--- config.mk ---
export PLATFORM = sky130hd
export DESIGN_NAME = cache_bus_arbiter
export DESIGN_NICKNAME = d
export VERILOG_FILES = /design/src/rtl/cache_bus_arbiter.sv
export SDC_FILE = /design/constraint.sdc
export NUM_CORES = 1
export LEC_CHECK = 0
export BUFFER_PORTS_ARGS = -buffer_cell sky130_fd_sc_hd__buf_4
export CORE_AREA = 2 2 104 106
export CTS_BUF_LIST = sky130_fd_sc_hd__clkbuf_4 sky130_fd_sc_hd__clkbuf_8
export DETAILED_ROUTE_END_ITERATION = 12
export DIE_AREA = 0 0 106 108
export GPL_TIMING_DRIVEN = 0
export PLACE_DENSITY = 0.72
export RECOVER_POWER = 25
export SYNTH_ARGS = -nofsm -noshare
export SYNTH_HDL_FRONTEND = slang
export SYNTH_SLANG_ARGS = --single-unit
--- constraint.sdc ---
create_clock -name clk -period 2.1 [get_ports clk]
set_input_delay 0.42 -clock clk [delete_from_list [all_inputs] [get_ports clk]]
set_output_delay 0.42 -clock clk [all_outputs]
set_load 0.01 [all_outputs]
--- src/rtl/cache_bus_arbiter.sv ---
// cache_bus_arbiter: shares one burst memory port between an iCache (refill
// reads) and a dCache (refill reads and line writebacks). Each grant runs one
// full cache-line burst of BURST_LEN beats, then a one-cycle DONE handshake.
// Simultaneous requests are resolved round-robin, or always in favour of the
// dCache when CACHE_ARB_DCACHE_PRIO_EN is defined.
module cache_bus_arbiter #(
  parameter int BURST_LEN = 8,
  parameter int ADDR_W    = 32,
  parameter int DATA_W    = 32
) (
  input  logic              clk,
  input  logic              reset,
  // iCache refill port
  input  logic              ic_req,
  input  logic [ADDR_W-1:0] ic_addr,
  output logic              ic_rvalid,
  output logic [DATA_W-1:0] ic_rdata,
  output logic              ic_done,
  // dCache refill / writeback port
  input  logic              dc_req,
  input  logic              dc_we,
  input  logic [ADDR_W-1:0] dc_addr,
  input  logic [DATA_W-1:0] dc_wdata,
  output logic              dc_rvalid,
  output logic [DATA_W-1:0] dc_rdata,
  output logic              dc_wready,
  output logic              dc_done,
  // memory port
  output logic              mem_req,
  output logic              mem_we,
  output logic [ADDR_W-1:0] mem_addr,
  output logic [DATA_W-1:0] mem_wdata,
  input  logic              mem_ack,
  input  logic [DATA_W-1:0] mem_rdata
);

  localparam int OFFS_W = $clog2(BURST_LEN * DATA_W / 8);
  localparam int BEAT_W = $clog2(BURST_LEN);
  localparam logic [ADDR_W-1:0] LINE_MASK = {{(ADDR_W-OFFS_W){1'b1}}, {OFFS_W{1'b0}}};
  localparam logic [BEAT_W-1:0] LAST_BEAT = BEAT_W'(BURST_LEN - 1);

  typedef enum logic [1:0] {
    IDLE  = 2'd0,
    BURST = 2'd1,
    DONE  = 2'd2
  } state_t;

  state_t            state;
  logic [BEAT_W-1:0] beat;
  logic              gnt_dc;   // 1 = current burst belongs to the dCache
  logic              we_q;     // current burst is a writeback
  logic [ADDR_W-1:0] addr_q;   // address of the beat in flight
  logic              last_dc;  // most recent grant went to the dCache
  logic              pick_dc;
  logic              in_burst;
  logic              in_done;

  // Arbitration: decide who would win if a grant happened this cycle.
  always_comb begin
`ifdef CACHE_ARB_DCACHE_PRIO_EN
    pick_dc = dc_req;
`else
    // The requester not served last time wins a tie; reset leaves last_dc=0
    // so the dCache wins the first tie.
    pick_dc = dc_req && (!ic_req || !last_dc);
`endif
  end

  // Burst sequencer: grant, count beats on mem_ack, pulse done, return to idle.
  always_ff @(posedge clk) begin
    // NOTE: all state here uses non-blocking assignments so every register
    // samples the pre-edge values, independent of statement order.
    if (reset) begin
      state   <= IDLE;
      beat    <= '0;
      gnt_dc  <= 1'b0;
      we_q    <= 1'b0;
      addr_q  <= '0;
      last_dc <= 1'b0;
    end else begin
      case (state)
        IDLE: begin
          if (ic_req || dc_req) begin
            state   <= BURST;
            beat    <= '0;
            gnt_dc  <= pick_dc;
            last_dc <= pick_dc;
            we_q    <= pick_dc && dc_we;
            addr_q  <= (pick_dc ? dc_addr : ic_addr) & LINE_MASK;
          end
        end
        BURST: begin
          // Requests are not looked at here: a started line always completes.
          if (mem_ack) begin
            beat   <= beat + 1'b1;
            addr_q <= addr_q + ADDR_W'(4);
            if (beat == LAST_BEAT) state <= DONE;
          end
        end
        DONE:    state <= IDLE;
        default: state <= IDLE;
      endcase
    end
  end

  // Output decode from the registered state plus zero-latency beat pass-through.
  always_comb begin
    // NOTE: reset also masks the outputs combinationally, so a burst that is
    // reset mid-flight drops mem_req and never pulses done in that same cycle.
    in_burst  = (state == BURST) && !reset;
    in_done   = (state == DONE)  && !reset;
    // NOTE: every output gets a value on every path, so no latches are inferred.
    mem_req   = in_burst;
    mem_we    = in_burst && we_q;
    mem_addr  = in_burst ? addr_q : '0;
    mem_wdata = (in_burst && we_q) ? dc_wdata : '0;
    ic_rvalid = in_burst && !gnt_dc && mem_ack;
    ic_rdata  = ic_rvalid ? mem_rdata : '0;
    ic_done   = in_done && !gnt_dc;
    dc_rvalid = in_burst && gnt_dc && !we_q && mem_ack;
    dc_rdata  = dc_rvalid ? mem_rdata : '0;
    dc_wready = in_burst && gnt_dc && we_q && mem_ack;
    dc_done   = in_done && gnt_dc;
  end

endmodule

==> metrics.md, run 1 <==
| Metric | Value |
|---|---|
| Setup ws final | -0.188 ns |
| Pin count of the biggest net entering global routing | 12 |
| Worst-Margin Slew | just under 0.7 ns |
| Sequential share of the synthesized area | between 20% and 30% |
| Hpwl dp | 12.5 mm |
| Root Driver | clkbuf_8 |
| First-pass GRT wire length | about 24 mm |
| Worst skew pair latency | 0.30 ns |
| DR vias/cell | 5.30 |
| Final Hold Viols | 0 |
| Pre-CTS setup slack | -0.573 ns |
| Cts hold-fix bufs | 0 |
| Most area-consuming cells after synthesis | dfxtp_1 (22%), and2_1 (18%), and3_1 (8.4%) |
| CP max FO | 9 |
| Arrival time worst endpoint | 1.87 ns |
| Die area | 11400 um2 |
| Synth area leader | dfxtp_1 |
| Max Cap Viol | 0 |
| Clk sinks | 37 |
| Failing checks | negative setup slack |
| Mean Syn Cell Area | 6.88 um2 |
| P&R area growth vs syn | 90.5% |
| Synth async-reset ratio | 0% |
| Final setup TNS | -11.24 ns |
| Primary FF master, synth | dfxtp_1 |
| Gate Count Post-Synth | between 400 and 500 |
| Startpoint Class | register |
| CTS Buf Count | 5 |
| Die Wd | 106 um |
| Share of the synthesized area in the top cell type | 22.1% |
| Post-synth EDFFs | 0 |
| # nets final | between 900 and 1000 |
| CTS H-tree lvls | 2 |
| GPL Wtd Cong | just over 0.9 |
| Crit-path leading delay family | simple AND/OR/NAND/NOR gates |
| Post-route clock skew | 0.0119 ns |
| Die height | 108 um |
| # rows | 37 |
| YS warnings | 0 |
| Worst min-delay path class | in -> reg |
| Synth unique cells | 54 |
| CTS tree | built |
| Vias in the first global route | 4562 |
| Initial DRC Count | 331 |
| Number of synthesized register bits | 37 |
| Synth cell count leaders | and2_1 (98), nand2_1 (65), and3_1 (45), dfxtp_1 (37), clkbuf_1 (36) |
| Post-layout util | 62.4% |
| Final WL | 17.2 mm |
| Max incr delay on CP | 0.34 ns |
| Number of port buffers | around 260 |
| Tmin final | roughly 2.3 ns |
| Slowest CP cell | dfxtp_4 |
| Synthesized cell area | 3350 um2 |
| Initial Utilization | between 30% and 40% |
| Cell Chain, Critical Path | and2b_2 -> nand2b_4 -> clkinv_4 -> and2_4 -> nand2_4 -> nor2_4 -> buf_12 -> clkbuf_8 -> and2_1 -> buf_4 |
| Wirelength per Cell | 19.0 um |
| DR pass1 iterations | 5 |
| GR Util All Layers | about a quarter |
| # IOs | 269 |
| Count leader, synth | and2_1 |
| Slew margin rel. | 54.7% |
| Static leakage | 3.27 nW |
| Initial antenna violation count | 0 |
| GRT overflow | 0 |
| Maximum clock path buffer count | 2 |
| Buf/Inv on CP | 4 |
| VDD IR max | 0.000237 V |
| Req. time, crit path | 1.68 ns |
| CTS clock-pin slew for the worst setup and hold paths | ~0.07 ns |
| Status | finished, violations left |
| Vias | 4806 |
| Diode count | 0 |
| WS Path Type | reg -> out |
| ANT nets after route | 0 |
| Crit. End Element | primary output |
| Unrepaired setup endpoints after global routing | yes |
| Final Setup Violations | 126 |
| F_max | 437 MHz |
| Crit share post-route | 109% |
| Power Dens Cells | around 380 nW/um2 |
| Core ar. | 10200 um2 |
| DRC | 0 |
| Pins Over Slew Limit | 0 |
| Share of cells above drive strength 1 | 50.2% |
==> metrics by stage <==
| stage | cells | total power (W) | hold slack, ns | instance area, um2 |
|---|---|---|---|---|
| final | 907 | 0.00242 | 0.376 | 6380 |
| after global routing | 907 | 0.00254 | 0.371 | 6380 |
| after floorplan | 488 | 0.00129 | 0.436 | 3360 |
| after detailed placement | 879 | 0.00170 | 0.453 | 5450 |
| after CTS | 905 | 0.00235 | 0.375 | 6050 |
| after global placement | 879 | 0.00168 | 0.443 | 5450 |
==> repair_timing <==
item / 4_1_cts / 5_1_grt
pin swaps: 2 / 38
resized for setup: 98 / 111
gates cloned: 6 / 0
setup buffers: 15 / 6
endpoints found under the setup margin: 145 / 159
==> layout make-up <==
cell class / count / area, um2
Buffer: 37 / 268
Clock buffer: 7 / 96.3
Clock inverter: 1 / 5.00
Fill cell: 916 / 3850
Inverter: 3 / 16.3
Multi-Input combinational cell: 407 / 2650
Sequential cell: 37 / 748
Tap cell: 136 / 170
Timing Repair Buffer: 279 / 2430
==> kinds of logic after synthesis <==
group / synth area share [%]
and+or+nand+nor: 51.6
AOI/OAI and AO/OA: 16.2
buffers and inverters: 5.27
DFF: 22.1
muxes: 2.99
adders and majority gates: 1.12
xor gates and xnor gates: 0.523
other: 0.112
==> power breakdown <==
group / switching (W) / internal (W)
clock: 0.000284 / 0.000297
sequential: 0.000108 / 0.000781
combinational: 0.000463 / 0.000491
==> sequential cells by signal (all words and copies together) (netlist names) <==
signal   flops
beat         3
last_dc      1
we_q         1
state        2
addr_q      30
==> cell usage in the layout (no fill, tap or decap), types with 3 or more instances in the layout <==
cell / instances
a211o_1: 4
a21o_1: 5
a21oi_1: 34
a311oi_1: 3
a31oi_1: 6
and2_1: 36
and2_4: 62
and3_1: 45
buf_12: 3
buf_4: 201
buf_6: 73
buf_8: 6
clkbuf_1: 19
clkbuf_2: 3
clkbuf_8: 15
dfxtp_1: 35
ha_1: 3
mux2i_1: 10
nand2_1: 63
nand3_1: 21
nand4_1: 8
nor2_1: 19
nor2b_1: 3
nor3_1: 19
nor4b_1: 3
o21ai_0: 11
o22ai_1: 3
o2bb2ai_1: 3
==> worst paths after layout <==
kind / startpoint / end / slack [ns] / cells after the start
worst min-delay path: ic_req / last_dc / 0.38 / 2
worst min register to register: beat[2] / beat[2] / 0.46 / 2
worst max-delay path: state[1] / dc_rdata[20] / -0.19 / 10
worst max register to register: state[1] / addr_q[5] / -0.13 / 8
==> per-layer routing <==
layer	track usage [%]	share of wire (%)
met1	34.3	40
met2	45.1	49
met3	5.61	7.8
met4	8.08	2.6
met5	0	0
==> worst register-to-register path, cell delays in order (launching register included) <==
cell,delay [ns]
dfxtp_4,0.34
buf_4,0.09
clkbuf_1,0.22
nand2b_1,0.14
clkbuf_1,0.36
clkbuf_1,0.52
nand3_1,0.19
a21oi_1,0.19
nor3_1,0.06
No activity file was read; power rests on OpenSTA's default activity.
==> inputs of run 2 (changes only) <==
--- a/config.mk
+++ b/config.mk
@@ -5,13 +5,14 @@
 export SDC_FILE = /design/constraint.sdc
 export NUM_CORES = 1
 export LEC_CHECK = 0
+export ABC_AREA = 1
 export BUFFER_PORTS_ARGS = -buffer_cell sky130_fd_sc_hd__buf_4
 export CORE_AREA = 2 2 104 106
 export CTS_BUF_LIST = sky130_fd_sc_hd__clkbuf_4 sky130_fd_sc_hd__clkbuf_8
 export DETAILED_ROUTE_END_ITERATION = 12
 export DIE_AREA = 0 0 106 108
 export GPL_TIMING_DRIVEN = 0
-export PLACE_DENSITY = 0.72
+export PLACE_DENSITY = 0.75
 export RECOVER_POWER = 25
 export SYNTH_ARGS = -nofsm -noshare
 export SYNTH_HDL_FRONTEND = slang
==> metrics.md, run 2 <==
| Metric | Value |
|---|---|
| Vias in the first global route | 4963 (+8.8%) |
| Status | completed |
| Post-layout util | 60.9% (-1.4 points) |
| Wirelength per Cell | 15.4 um (-19%) |
| Critical path origin | state[1] |
| Hold Path Origin | reset |
| Synthesized cell area | 3610 um2 (+7.7%) |
| CTS Buf Count | 5 (unchanged) |
| Arrival time worst endpoint | 1.67 ns (-0.20 ns) |
| DR vias/cell | 4.84 (-8.7%) |
| CTS tree | built |
| Number of synthesized register bits | 37 (unchanged) |
| Max Cap Viol | 0 (unchanged) |
| Worst min-delay path class | in -> reg |
| Clk sinks | 37 (unchanged) |
| CP max FO | 10 (+1) |
| Unrepaired setup endpoints after global routing | yes |
| Synth async-reset ratio | 0% (unchanged) |
| Pins Over Slew Limit | 0 (unchanged) |
| Sw frac | 40.5% (+5.3 points) |
| Worst R2R Start | state[1] |
| Setup ws final | 0.00630 ns (+0.194 ns) |
| Primary FF master, synth | dfxtp_1 |
| Die height | 108 um (unchanged) |
| ANT nets after route | 0 (unchanged) |
| Initial antenna violation count | 2 (+2) |
| GPL Wtd Cong | 0.968 (+5.3%) |
| Number of port buffers | 255 (unchanged) |
| Most area-consuming cells after synthesis | nor2_1 (24%), dfxtp_1 (21%), inv_1 (11%) |
| Startpoint Class | register |
| Biggest regs | addr_q (30), beat (3), state (2) |
| Sequential share of the synthesized area | 20.5% (-1.6 points) |
| Maximum clock path buffer count | 2 (unchanged) |
| Final Setup Violations | 0 (-100%) |
| Worst-Margin Slew | 0.605 ns (-0.0684 ns) |
| Reg with most FFs | addr_q |
| Die Wd | 106 um (unchanged) |
| Initial DRC Count | 327 (-1.2%) |
| Cts hold-fix bufs | 0 (unchanged) |
| Tmin final | 2.09 ns (-0.194 ns) |
| Post-route clock skew | 0.00903 ns (-0.00288 ns) |
| Final Hold Viols | 0 (unchanged) |
| Power Dens Cells | 417 nW/um2 (+9.6%) |
| Most common cell after layout, fill and taps aside | buf_4 |
| F_max | 478 MHz (+9.3%) |
| WS Path Type | reg -> out |
| Pin count of the biggest net entering global routing | 13 (+1) |
| Clock power share | 22.0% (-2.0 points) |
| Most frequent cells in the layout | buf_4 (270), nor2_1 (195), inv_1 (109), nand2_1 (99), o21ai_0 (69) |
| Share of cells above drive strength 1 | 37.8% (-12 points) |
| VDD IR max | 0.000239 V (+1.0%) |
| Mean Syn Cell Area | 5.21 um2 (-24%) |
| GR Util All Layers | 28.7% (+2.1 points) |
| Count leader, synth | nor2_1 |
| Core ar. | 10200 um2 (unchanged) |
| Gate Count Post-Synth | 693 (+42%) |
| Vias | 5372 (+12%) |
| Share of the synthesized area in the top cell type | 24.3% (+2.2 points) |
| CTS clock-pin slew for the worst setup and hold paths | 0.08 ns (about the same) |
| Hpwl dp | 13.4 mm (+7.5%) |
| Seq pwr share | 35.7% (-1.0 points) |
| Sw power | 0.00105 W (+23%) |
| DRC | 0 (unchanged) |
| Internal cell power | 0.00154 W (-1.6%) |
| Synth area leader | nor2_1 |
| GRT overflow | 0 (unchanged) |
| Synth unique cells | 30 (-44%) |
| Slew margin rel. | 59.6% (+4.9 points) |
| Synth cell count leaders | nor2_1 (234), inv_1 (108), nand2_1 (98), o21ai_0 (68), nand3_1 (40) |
| First-pass GRT wire length | 25.7 mm (+5.4%) |
| Largest register FFs | 30 (unchanged) |
| CTS H-tree lvls | 2 (unchanged) |
| # rows | 37 (unchanged) |
| Worst skew pair latency | 0.30 ns (about the same) |
| Root Driver | clkbuf_8 |
| # IOs | 269 (unchanged) |
| Req. time, crit path | 1.68 ns (about the same) |
| DR pass1 iterations | 5 (unchanged) |
| P&R area growth vs syn | 72.8% |
| YS warnings | 0 (unchanged) |
| Initial Utilization | 35.3% (+2.5 points) |
| Die area | 11400 um2 (unchanged) |
| Combinational share of power | 42.3% (+3.0 points) |
| Crit share post-route | 99.7% (-9.3 points) |
| # nets final | 1109 (+22%) |
| Crit. End Element | primary output |
| Post-synth EDFFs | 0 (unchanged) |
| Final WL | 17.1 mm (-1.0%) |
| Static leakage | 3.21 nW (-1.9%) |
| Pre-CTS setup slack | -0.166 ns (+0.407 ns) |
## run 2: cell types whose count changed after synthesis, moves of 28 or more
cell	before	now
and2_1	98	1
and3_1	45	0
clkbuf_1	36	8
inv_1	2	108
nand2_1	65	98
nor2_1	21	234
o21ai_0	11	68
## run 2: kinds of logic (layout without fill, tap and decap cells)
logic type | after synthesis | in the layout | synth area share (%)
buf+inv | 148 | 427 | 17.6
flops | 37 | 37 | 20.5
compound gates | 110 | 110 | 15.7
xor+xnor | 2 | 2 | 0.486
simple gates | 392 | 392 | 44.5
other cells | 1 | 4 | 0.104
fa+ha+maj | 3 | 3 | 1.04
## run 2: power groups by stage
stage / sequential, W / combinational [W] / clock, W
floorplan: 0.000904 / 0.000598 / 0
global placement: 0.000935 / 0.00102 / 0
detailed placement: 0.000936 / 0.00103 / 0
CTS: 0.000920 / 0.00107 / 0.000569
global route: 0.000944 / 0.00122 / 0.000595
finish: 0.000926 / 0.00110 / 0.000573
## run 2: worst max-delay path, stage by stage, from the launching register on
cell	delay, ns
dfxtp_4	0.36
inv_2	0.06
nand2_4	0.05
nor2_4	0.16
inv_4	0.08
nor3_4	0.16
inv_2	0.09
buf_4	0.18
nor2_1	0.11
buf_4	0.13
## run 2: repair_timing
action / in CTS / in global routing
endpoints found under the setup margin: 110 / 121
setup buffers: 9 / 5
gates cloned: 1 / 1
gates resized for setup: 41 / 61
pin swaps: 4 / 5
## run 2: final cells by class
cell class | count | area (um2)
fillers | 1059 | 4000
multi-input cells | 509 | 2430
repair buffers | 271 | 2080
flip-flops and latches | 37 | 746
inverters | 116 | 443
plain buffers | 32 | 264
well taps | 136 | 170
clock buffers | 6 | 82.6
clock inverters | 2 | 13.8
diodes | 2 | 5.00
## run 2: routing by layer
| metal | share of wire, % | global-route usage (%) | wire (um) | up-vias |
|---|---|---|---|---|
| met5 | 0 | 0 | 0 | - |
| met2 | 47 | 48.8 | 8000 | 251 |
| met4 | 1.7 | 6.58 | 282 | 0 |
| li1 | - | - | - | 2664 |
| met1 | 42 | 37.4 | 7200 | 2440 |
| met3 | 9.2 | 6.21 | 1570 | 17 |
## run 2: final timing paths
kind	to	slack, ns	cells past startpoint
min	state[0]	0.43	2
min reg2reg	beat[1]	0.48	2
max reg2reg	addr_q[22]	0.11	9
max	ic_rdata[8]	0.006	9
## run 2: metrics by stage
stage / TNS (ns) / hold WS (ns) / instance area, um2 / cells / power, W
detailed placement: -1.55 / 0.464 / 5700 / 1085 / 0.00197
global placement: -2.16 / 0.453 / 5700 / 1085 / 0.00195
CTS: -1.07 / 0.422 / 6030 / 1103 / 0.00256
floorplan: 0 / 0.433 / 3610 / 694 / 0.00150
finish: 0 / 0.430 / 6230 / 1111 / 0.00260
global route: -3.35 / 0.429 / 6230 / 1111 / 0.00276
==> inputs of run 3 (changes only) <==
==> constraint.sdc (replaced) <==
create_clock -name clk -period 1.7 [get_ports clk]
set_input_delay 0.34 -clock clk [delete_from_list [all_inputs] [get_ports clk]]
set_output_delay 0.34 -clock clk [all_outputs]
set_load 0.01 [all_outputs]
==> metrics.md, run 3 (same netlist as run 2, synthesis figures left out) <==
| Metric | Value |
|---|---|
| Failing checks | negative setup slack |
| Cell Chain, Critical Path | inv_4 -> nand2_4 -> nor2_4 -> nand3_2 -> nor2_4 -> inv_6 -> buf_8 -> nor2_4 -> buf_4 |
| Multi-input logic area | 2770 um2 (+14%) |
| Hpwl dp | 13.8 mm (+2.8%) |
| Power Dens Cells | 535 nW/um2 (+28%) |
| # nets final | 1118 (+0.81%) |
| P&R area growth vs syn | 95.0% |
| Max incr delay on CP | 0.36 ns (about the same) |
| Crit share post-route | 121% |
| Number of port buffers | 255 (unchanged) |
| ANT nets after route | 0 (unchanged) |
| Core ar. | 10200 um2 (unchanged) |
| Static leakage | 3.39 nW (+5.8%) |
| CTS Buf Count | 5 (unchanged) |
| Biggest regs | addr_q (30), beat (3), state (2) |
| Status | finished, violations left |
| Worst-Margin Slew | 0.579 ns (-0.0267 ns) |
| Req. time, crit path | 1.36 ns (-0.32 ns) |
| Vias in the first global route | 4872 (-1.8%) |
| Final Setup Violations | 134 (+134) |
| Post-route clock skew | 0.00813 ns (-0.000898 ns) |
| Post-Layout Inst Area | 7030 um2 (+13%) |
| Dpl cells | 1085 (unchanged) |
| Non-Filler Instances | 1123 (+1.1%) |
| Share of cells above drive strength 1 | 45.6% (+7.8 points) |
| F_max | 488 MHz |
| Reg with most FFs | addr_q |
| Pin count of the biggest net entering global routing | 14 (+1) |
| Final WL | 18.9 mm (+11%) |
| DRC | 0 (unchanged) |
| Unrepaired setup endpoints after global routing | yes |
| DR vias/cell | 4.91 (+1.5%) |
| Most common cell after layout, fill and taps aside | buf_4 |
| Max Cap Viol | 0 (unchanged) |
| Initial DRC Count | 489 (+50%) |
| CTS clock-pin slew for the worst setup and hold paths | 0.09 ns (about the same) |
| Die height | 108 um (unchanged) |
| Storage cell area | 749 um2 (+0.50%) |
| GPL Wtd Cong | 0.997 (+3.0%) |
| GRT overflow | 0 (unchanged) |
| WS Path Type | reg -> out |
| VDD IR max | 0.000477 V (+100%) |
| Startpoint Class | register |
| Largest register FFs | 30 (unchanged) |
| CP most frequent cell | nor2_4 |
| Placed cell areas | 5720 um2 (+0.46%) |
| Slew margin rel. | 61.4% (+1.8 points) |
| Critical path origin | state[1] |
| CTS tree | built |
| # rows | 37 (unchanged) |
| Clk sinks | 37 (unchanged) |
| First-pass GRT wire length | 26.5 mm (+3.1%) |
| Tmin final | around 2.0 ns |
| GR Util All Layers | 30.0% (+1.3 points) |
| Initial antenna violation count | 4 (+2) |
| Die Wd | 106 um (unchanged) |
| Initial Utilization | 35.3% (unchanged) |
| Pre-CTS setup slack | -0.307 ns (-0.141 ns) |
| Root Driver | clkbuf_8 |
| Vias | 5512 (+2.6%) |
| # fillers | 875 (-17%) |
| Slowest CP cell | dfxtp_4 |
| Setup ws final | -0.350 ns (-0.356 ns) |
| DR pass1 iterations | 6 (+1) |
| Crit. End Element | primary output |
| Arrival time worst endpoint | 1.71 ns (+0.04 ns) |
| # IOs | 269 (unchanged) |
| Design Power | 0.00376 W (+45%) |
| CP max FO | 10 (unchanged) |
| Post-layout util | 68.7% (+7.8 points) |
| Worst skew pair latency | 0.31 ns (about the same) |
| Hold Path Origin | dc_we |
| Wirelength per Cell | 16.8 um (+9.7%) |
| Worst min-delay path class | in -> reg |
| Most frequent cells in the layout | buf_4 (220), nor2_1 (135), inv_1 (109), nand2_1 (98), buf_6 (68) |
| Buf/Inv on CP | 4 (-1) |
| Worst R2R Start | last_dc |
| Crit-path leading delay family | simple AND/OR/NAND/NOR gates |
| Pins Over Slew Limit | 0 (unchanged) |
| Final Hold Viols | 0 (unchanged) |
| Maximum clock path buffer count | 2 (unchanged) |
| Cts hold-fix bufs | 0 (unchanged) |
| Die area | 11400 um2 (unchanged) |
| CTS H-tree lvls | 2 (unchanged) |
## run 3: final cells by class
class,count,area share [%]
flip-flops and latches,37,10.7
clock inverters,3,0.978
multi-input cells,509,39.3
diodes,5,0.178
plain buffers,30,4.04
inverters,116,6.49
clock buffers,5,0.978
repair buffers,282,34.9
well taps,136,2.42
## run 3: final timing paths
path	endpoint	slack, ns	cells past startpoint
max	dc_rdata[18]	-0.35	9
max reg2reg	addr_q[20]	-0.05	8
min reg2reg	beat[1]	0.47	2
min	we_q	0.31	3
## run 3: worst min-delay path: cells and delay by family
| family | cells | cell delay, ns |
|---|---|---|
| buf+inv | 1 | 0.11 |
| compound gates | 1 | 0.07 |
| simple gates | 1 | 0.05 |
## run 3: per-stage QoR
stage / TNS [ns] / hold WS (ns)
floorplan: 0 / 0.433
global placement: -11.08 / 0.453
detailed placement: -13.09 / 0.457
CTS: -26.36 / 0.306
global route: -42.31 / 0.306
finish: -31.73 / 0.306
## run 3: what timing repair did
| action | in CTS | in global routing |
|---|---|---|
| cloned | 4 | 4 |
| setup endpoints to repair | 144 | 155 |
| buffers inserted | 15 | 9 |
| gates resized for setup | 128 | 145 |
| pin swaps | 6 | 4 |
## run 3: where the power goes
group,internal (W),switching [W],total [W]
registers,0.000992,0.000160,0.00115
logic,0.000711,0.000922,0.00163
clock network,0.000592,0.000384,0.000976
total,0.00230,0.00147,0.00376
## run 3: layer usage
layer | wire [um] | part of all wire (%) | GRT usage (%) | vias up
met5 | 0 | 0 | 0 | -
met2 | 8940 | 47 | 49.6 | 288
met1 | 7710 | 41 | 38.5 | 2500
met4 | 639 | 3.4 | 11.7 | 0
li1 | - | - | - | 2683
met3 | 1630 | 8.6 | 6.21 | 41
